--- src/rtl/placement_pkg.sv ---
`default_nettype none
// +----------------------------------------------------------------------+
// | Package : placement_pkg                                              |
// | Shared widths, FSM state encoding and request/response structures    |
// | for the multi-program placement pipeline (row finder -> allocator).  |
// | Revision: 1.0                                                        |
// +----------------------------------------------------------------------+
package placement_pkg;

  localparam int ROW_ID_W = 4;
  localparam int COL_W    = 5;
  localparam logic [ROW_ID_W-1:0] ROW_NONE = '0;

  typedef enum logic [1:0] {
    IDLE  = 2'd0,
    CHECK = 2'd1,
    RESP  = 2'd2
  } alloc_state_e;

  // Request as handed over by the row finder: width plus best-first candidates.
  typedef struct packed {
    logic [COL_W-1:0]    width;
    logic [ROW_ID_W-1:0] cand_1;
    logic [ROW_ID_W-1:0] cand_2;
    logic [ROW_ID_W-1:0] cand_3;
  } alloc_req_t;

  // Allocation result: row and starting column are zero on a failed grant.
  typedef struct packed {
    logic                ok;
    logic [ROW_ID_W-1:0] row;
    logic [COL_W-1:0]    x;
  } alloc_rsp_t;

endpackage
`default_nettype wire

--- src/rtl/row_allocator_if.sv ---
`default_nettype none
// +----------------------------------------------------------------------+
// | Interface : row_allocator_if                                         |
// | Request, response, row-clear and status signals of row_allocator.    |
// |   master : request producer / response consumer / clear source       |
// |   slave  : the allocator                                             |
// | Revision: 1.0                                                        |
// +----------------------------------------------------------------------+
interface row_allocator_if;
  import placement_pkg::*;

  logic                req_valid;
  logic                req_ready;
  logic [COL_W-1:0]    req_width;
  logic [ROW_ID_W-1:0] cand_id_1;
  logic [ROW_ID_W-1:0] cand_id_2;
  logic [ROW_ID_W-1:0] cand_id_3;
  logic                resp_valid;
  logic                resp_ready;
  logic                resp_ok;
  logic [ROW_ID_W-1:0] resp_row;
  logic [COL_W-1:0]    resp_x;
  logic                clr_valid;
  logic [ROW_ID_W-1:0] clr_row;
  logic                busy;

  modport master (
    output req_valid, req_width, cand_id_1, cand_id_2, cand_id_3,
    output resp_ready, clr_valid, clr_row,
    input  req_ready, resp_valid, resp_ok, resp_row, resp_x, busy
  );

  modport slave (
    input  req_valid, req_width, cand_id_1, cand_id_2, cand_id_3,
    input  resp_ready, clr_valid, clr_row,
    output req_ready, resp_valid, resp_ok, resp_row, resp_x, busy
  );

endinterface
`default_nettype wire

--- src/rtl/row_allocator.sv ---
`default_nettype none
// +----------------------------------------------------------------------+
// | Module : row_allocator                                               |
// | Probes up to three candidate rows in order and grants the first one  |
// | with enough free columns, using a bump pointer per row. Rows are     |
// | released whole through the clear port.                              |
// |   clk, rst_n : clock, asynchronous active-low reset                  |
// |   io (slave) : req_* in, resp_* out, clr_* in, busy out              |
// | Revision: 1.0                                                        |
// +----------------------------------------------------------------------+
module row_allocator
  import placement_pkg::*;
#(
  parameter int NUM_ROWS  = 13,
  parameter int ROW_WIDTH = 16
) (
  input  wire logic        clk,
  input  wire logic        rst_n,
  row_allocator_if.slave   io
);

  localparam logic [1:0] S_IDLE  = IDLE;
  localparam logic [1:0] S_CHECK = CHECK;
  localparam logic [1:0] S_RESP  = RESP;

  localparam logic [COL_W:0]    C_ROW_WIDTH = (COL_W+1)'(ROW_WIDTH);
  localparam logic [ROW_ID_W-1:0] C_MAX_ID  = ROW_ID_W'(NUM_ROWS);

  logic [1:0]       r_state;
  logic [1:0]       w_next_state;
  alloc_req_t       r_req;
  logic [1:0]       r_idx;
  alloc_rsp_t       r_rsp;
  logic             r_resp_valid;
  logic             r_req_ready;
  logic             r_busy;
  logic [COL_W-1:0] r_used [1:NUM_ROWS];

  logic                w_accept;
  logic                w_width_bad;
  logic [ROW_ID_W-1:0] w_cand;
  logic                w_cand_valid;
  logic [COL_W-1:0]    w_used_cur;
  logic [COL_W:0]      w_sum;
  logic                w_fits;
  logic                w_clr_hit;
  logic                w_probe;
  logic                w_stall;
  logic                w_grant;
  logic                w_fail;
  logic                w_resp_done;

  always_comb begin
    w_accept    = (r_state == S_IDLE) && r_req_ready && io.req_valid;
    w_width_bad = (io.req_width == '0) || ({1'b0, io.req_width} > C_ROW_WIDTH);

    case (r_idx)
      2'd0:    w_cand = r_req.cand_1;
      2'd1:    w_cand = r_req.cand_2;
      default: w_cand = r_req.cand_3;
    endcase
    w_cand_valid = (w_cand != ROW_NONE) && (w_cand <= C_MAX_ID);

    w_used_cur = '0;
    for (int i = 1; i <= NUM_ROWS; i++) begin
      if (w_cand == ROW_ID_W'(i)) w_used_cur = r_used[i];
    end

    // 6-bit sum so a full row plus a wide request cannot wrap into a "fit".
    w_sum  = {1'b0, w_used_cur} + {1'b0, r_req.width};
    w_fits = (w_sum <= C_ROW_WIDTH);

    w_clr_hit = io.clr_valid && (io.clr_row != ROW_NONE) && (io.clr_row <= C_MAX_ID);
    w_probe   = (r_state == S_CHECK);
    // A clear on the row being probed wins; the probe repeats next cycle.
    w_stall   = w_probe && w_cand_valid && w_clr_hit && (io.clr_row == w_cand);
    w_grant   = w_probe && w_cand_valid && !w_stall && w_fits;
    w_fail    = (w_accept && w_width_bad) ||
                (w_probe && (!w_cand_valid ||
                             (!w_stall && !w_fits && (r_idx == 2'd2))));
    w_resp_done = (r_state == S_RESP) && io.resp_ready;

    w_next_state = r_state;
    case (r_state)
      S_IDLE:  if (w_accept) w_next_state = w_width_bad ? S_RESP : S_CHECK;
      S_CHECK: if (w_grant || w_fail) w_next_state = S_RESP;
      S_RESP:  if (w_resp_done) w_next_state = S_IDLE;
      default: w_next_state = S_IDLE;
    endcase
  end

  always_ff @(posedge clk or negedge rst_n) begin
    if (!rst_n) begin
      r_state      <= S_IDLE;
      r_req        <= '0;
      r_idx        <= '0;
      r_rsp        <= '0;
      r_resp_valid <= 1'b0;
      r_req_ready  <= 1'b0;
      r_busy       <= 1'b0;
    end else begin
      r_state     <= w_next_state;
      r_req_ready <= (w_next_state == S_IDLE);
      r_busy      <= (w_next_state != S_IDLE);

      if (w_accept) begin
        r_req <= '{width: io.req_width, cand_1: io.cand_id_1,
                   cand_2: io.cand_id_2, cand_3: io.cand_id_3};
        r_idx <= '0;
      end else if (w_probe && w_cand_valid && !w_stall && !w_fits && (r_idx != 2'd2)) begin
        r_idx <= r_idx + 2'd1;
      end

      if (w_grant) begin
        r_resp_valid <= 1'b1;
        r_rsp        <= '{ok: 1'b1, row: w_cand, x: w_used_cur};
      end else if (w_fail) begin
        r_resp_valid <= 1'b1;
        r_rsp        <= '0;
      end else if (w_resp_done) begin
        r_resp_valid <= 1'b0;
        r_rsp        <= '0;
      end
    end
  end

  // Occupancy bump pointers; clear and grant never target the same row
  // in one cycle because that case stalls the probe.
  always_ff @(posedge clk or negedge rst_n) begin
    if (!rst_n) begin
      for (int i = 1; i <= NUM_ROWS; i++) r_used[i] <= '0;
    end else begin
      for (int i = 1; i <= NUM_ROWS; i++) begin
        if (w_clr_hit && (io.clr_row == ROW_ID_W'(i))) begin
          r_used[i] <= '0;
        end else if (w_grant && (w_cand == ROW_ID_W'(i))) begin
          r_used[i] <= w_sum[COL_W-1:0];
        end
      end
    end
  end

  assign io.req_ready  = r_req_ready;
  assign io.resp_valid = r_resp_valid;
  assign io.resp_ok    = r_rsp.ok;
  assign io.resp_row   = r_rsp.row;
  assign io.resp_x     = r_rsp.x;
  assign io.busy       = r_busy;

endmodule
`default_nettype wire

--- src/flat_wrapper.sv ---
// flat-port wrapper written by rule: the top's interface ports become plain ports
module row_allocator_flat import placement_pkg::*;
#(
  parameter int NUM_ROWS  = 13,
  parameter int ROW_WIDTH = 16
)
  (clk, rst_n, io_req_valid, io_req_width, io_cand_id_1, io_cand_id_2, io_cand_id_3, io_resp_ready, io_clr_valid, io_clr_row, io_req_ready, io_resp_valid, io_resp_ok, io_resp_row, io_resp_x, io_busy);
  row_allocator_if io_i ();
  input  wire logic clk;
  input  wire logic rst_n;
  input wire logic [$bits(io_i.req_valid)-1:0] io_req_valid;
  input wire logic [$bits(io_i.req_width)-1:0] io_req_width;
  input wire logic [$bits(io_i.cand_id_1)-1:0] io_cand_id_1;
  input wire logic [$bits(io_i.cand_id_2)-1:0] io_cand_id_2;
  input wire logic [$bits(io_i.cand_id_3)-1:0] io_cand_id_3;
  input wire logic [$bits(io_i.resp_ready)-1:0] io_resp_ready;
  input wire logic [$bits(io_i.clr_valid)-1:0] io_clr_valid;
  input wire logic [$bits(io_i.clr_row)-1:0] io_clr_row;
  output wire logic [$bits(io_i.req_ready)-1:0] io_req_ready;
  output wire logic [$bits(io_i.resp_valid)-1:0] io_resp_valid;
  output wire logic [$bits(io_i.resp_ok)-1:0] io_resp_ok;
  output wire logic [$bits(io_i.resp_row)-1:0] io_resp_row;
  output wire logic [$bits(io_i.resp_x)-1:0] io_resp_x;
  output wire logic [$bits(io_i.busy)-1:0] io_busy;
  assign io_i.req_valid = io_req_valid;
  assign io_i.req_width = io_req_width;
  assign io_i.cand_id_1 = io_cand_id_1;
  assign io_i.cand_id_2 = io_cand_id_2;
  assign io_i.cand_id_3 = io_cand_id_3;
  assign io_i.resp_ready = io_resp_ready;
  assign io_i.clr_valid = io_clr_valid;
  assign io_i.clr_row = io_clr_row;
  assign io_req_ready = io_i.req_ready;
  assign io_resp_valid = io_i.resp_valid;
  assign io_resp_ok = io_i.resp_ok;
  assign io_resp_row = io_i.resp_row;
  assign io_resp_x = io_i.resp_x;
  assign io_busy = io_i.busy;
  row_allocator #(.NUM_ROWS(NUM_ROWS), .ROW_WIDTH(ROW_WIDTH)) u_core (.clk(clk), .rst_n(rst_n), .io(io_i));
endmodule
--- config.mk ---
export PLATFORM = sky130hd
export DESIGN_NAME = row_allocator_flat
export DESIGN_NICKNAME = d
export VERILOG_FILES = /design/src/rtl/placement_pkg.sv /design/src/rtl/row_allocator_if.sv /design/src/rtl/row_allocator.sv /design/src/flat_wrapper.sv
export SDC_FILE = /design/constraint.sdc
export NUM_CORES = 1
export LEC_CHECK = 0
export ABC_CLOCK_PERIOD_IN_PS = 6700
export CAP_MARGIN = 10
export CELL_PAD_IN_SITES_DETAIL_PLACEMENT = 0
export CELL_PAD_IN_SITES_GLOBAL_PLACEMENT = 1
export CORE_MARGIN = 4
export CORE_UTILIZATION = 35
export CTS_CLUSTER_SIZE = 16
export DETAILED_ROUTE_END_ITERATION = 7
export DONT_BUFFER_PORTS = 1
export PLACE_DENSITY = 0.58
export SYNTH_ARGS = -nofsm -noshare
export SYNTH_HDL_FRONTEND = slang
export SYNTH_SLANG_ARGS = --single-unit
export TNS_END_PERCENT = 50
--- constraint.sdc ---
create_clock -name clk -period 6.7 [get_ports clk]
set_clock_uncertainty 0.2 [all_clocks]
set_input_delay 1.34 -clock clk [delete_from_list [all_inputs] [get_ports clk]]
set_output_delay 1.34 -clock clk [all_outputs]
set_load 0.02 [all_outputs]
==> metrics.yaml <==
sta:
  slew_violations: 0
  setup-violations-final: 0
  worst_pin_slew_ns: 1.110
  rsz0062_at_grt: "false"
  min_period_over_period_pct: 88.93
  final.min_clock_period_ns: 5.959
  relSlewSlack_pct: 25.91
  setup_tns_ns: 0
  holdWs_ns: 0.3166
  fmax_ghz: 0.1678
  hold_viol: 0
routing:
  drt-initial-drc-count: 212
  finalWirelength_mm: 16.96
  routed_via_density: 5.655
  first_pass_iters: 5
  vias: 4281
  ant_nets: 0
  remaining_drc_errors: 0
  drt-wirelength-per-cell_microns: 22.40
setup_path:
  timing.critical_path.arrival_ns: 5.96
  critPathCaptureType: "flip-flop"
  criticalPathCategory: "reg -> reg"
  crit_path_start_kind: "flip-flop"
  crit_fanout: 26
  required_ns: 6.70
status:
  outcome: "completed"
yosys:
  syn_avg_cell_area_sq_um: 10.30
  syn_area_sq_mm: 0.005674
  synth-seq-cells: 99
  synth_top_area_cell: "dfrtp_1"
  ys_seq_area_share_pct: 43.66
  synthFlopType: "dfrtp_1"
  syn_inst: 551
  synth_cell_types: 70
  synth_area_leaders: "dfrtp_1, mux2i_1, nand2_1, mux2_2, nand4_2"
  async_flop_share_pct: 100.0
  yosys_warnings: 0
  yosysTopAreaCellShare_pct: 43.66
  synth_nets: 587
  synth-edff-count: 0
cells_and_area:
  area_growth_pct: 8.004
  drive_above_1_share_pct: 14.97
  nets: 572
  antennaDiodeCount: 0
global_route:
  met3_usage_pct: 4.421
  grt_pass1_wl_mm: 26.79
  grt_usage_pct: 19.38
  grt_max_degree: 100
  use_met1_pct: 26.66
  grt.overflow.total: 0
  antenna_found_initial: 0
  grt_use_met2_pct: 30.92
  grt_pass1_vias: 4516
  grt-busiest-layer: "met2"
die:
  die_w_microns: 135.3
  dieArea_sq_mm: 0.01831
  pin_count: 39
  die_y_microns: 135.3
  start_util_pct: 35.72
  core_sq_mm: 0.01589
  num_rows: 46
cts:
  clock_latency_ns: 0.36
  cts_tree: "built"
  hold_buffers: 0
  clkTransAtPathRegs_ns: 0.07
  post-cts-setup-buffers: 0
  cts_made_buffers: 9
  root_buffer: "clkbuf_16"
  clockBufferDepth: 2
  cts_resized: 0
  ctsHtreeMaxLevel: 3
  cts_sinks: 99
placement:
  portBuffers: 0
  dp_hpwl_mm: 11.92
  gp_congestion: 0.7969
min_path:
  hold_class: "reg -> reg"
flow_run:
  cap_violations: 0
==> logic make-up (layout without fill, tap and decap cells) <==
logic type,after synthesis,in the layout,share of synthesized area (%)
adders and majority gates,10,10,2.337
muxes,94,94,17.09
buffers and inverters,56,46,4.697
AOI/OAI and AO/OA,94,94,13.28
and+or+nand+nor,193,193,18.17
DFF,99,99,43.66
xor gates and xnor gates,5,5,0.7717
==> flip-flops by register name, indices dropped and copies added (netlist names) <==
register              count
u_core.io.busy            1
u_core.io.req_ready       1
u_core.io.resp_ok         1
u_core.io.resp_row        4
u_core.io.resp_valid      1
u_core.io.resp_x          5
u_core.r_idx              2
u_core.r_req             17
u_core.r_state            2
u_core.r_used            65
==> through the flow <==
step	utilization, %	instance area [sq um]	std cells	setup slack (ns)
2_1_floorplan	-	5674	551	1.886
3_3_place_gp	36.67	5826	741	0.9269
3_5_place_dp	36.67	5826	741	0.8489
4_1_cts	38.58	6128	757	0.8346
5_1_grt	38.58	6128	757	0.4590
6_report	38.58	6128	757	0.7414
==> metal layers <==
metal  vias to the layer above  wire (microns)
li1                       1965               -
met1                      2188            7956
met2                       113            7882
met3                        15             851
met4                         0             268
met5                         -               0
==> cell usage after synthesis, drive strengths merged (2+ instances only) <==
master   number
or4b          2
dfrtp        99
a221oi        3
a311oi        3
a22o          3
a31oi         4
nand2        91
or3           5
a21oi        12
or3b          3
mux2         23
nand4        15
nor2b         5
o31a          2
clkbuf       16
a2111oi       2
a32oi         2
ha            9
a211o         3
inv          22
o31ai         3
and3          3
nor3          9
nand2b        3
nor3b         6
o211ai        5
a21o          4
xnor2         4
nand3        16
o21ai        19
a22oi         4
nor2         23
o311a         2
a2bb2oi       2
buf          18
o32ai        10
nor4          6
mux2i        71
==> cell type report <==
type / instances / area [sq um]
Fill cell: 1623 / 9757
Multi-Input combinational cell: 396 / 2935
Sequential cell: 99 / 2477
Tap cell: 216 / 270.3
Clock buffer: 10 / 239.0
Inverter: 22 / 82.58
Clock inverter: 6 / 63.81
Timing Repair Buffer: 8 / 60.06
==> placed cells by master, fill, tap and decap left out, drive strengths merged, types with 8 or more instances in the layout <==
master and count:
nand3 16, nor3 9, mux2i 71, inv 23, nand2 91, ha 9
a21oi 12, buf 8, o21ai 19, nor2 23, nand4 15, mux2 23
clkbuf 10, o32ai 10, dfrtp 99
==> worst max-delay path: stages (launching register included) <==
cell,delay (ns)
dfrtp_1,0.40
inv_1,0.08
ha_1,0.34
a22o_1,0.34
nor2_2,0.88
buf_4,0.32
mux2_2,0.34
a221oi_1,0.37
o311a_1,0.34
inv_1,0.09
ha_1,0.29
and3_1,0.22
or3_1,0.38
a21oi_1,0.20
o211a_1,0.18
buf_4,0.28
nand4_2,0.30
mux2i_1,0.22
==> path summary, 6_finish.rpt <==
path | startpoint | to | slack (ns) | cells past startpoint
min in group asynchronous | rst_n | u_core.io.req_ready | 0.47 | 0
worst min register to register | u_core.r_req[3] | u_core.r_req[3] | 0.32 | 1
worst max register to register | u_core.r_idx[0] | u_core.r_used[23] | 0.74 | 17
worst min-delay path | u_core.r_req[3] | u_core.r_req[3] | 0.32 | 1
max in group asynchronous | rst_n | u_core.r_used[42] | 5.58 | 0
worst max-delay path | u_core.r_idx[0] | u_core.r_used[23] | 0.74 | 17
Power is left out: the tool's default activity adds up to more than one toggle a clock period on the data nets, which glitch-free logic cannot reach.
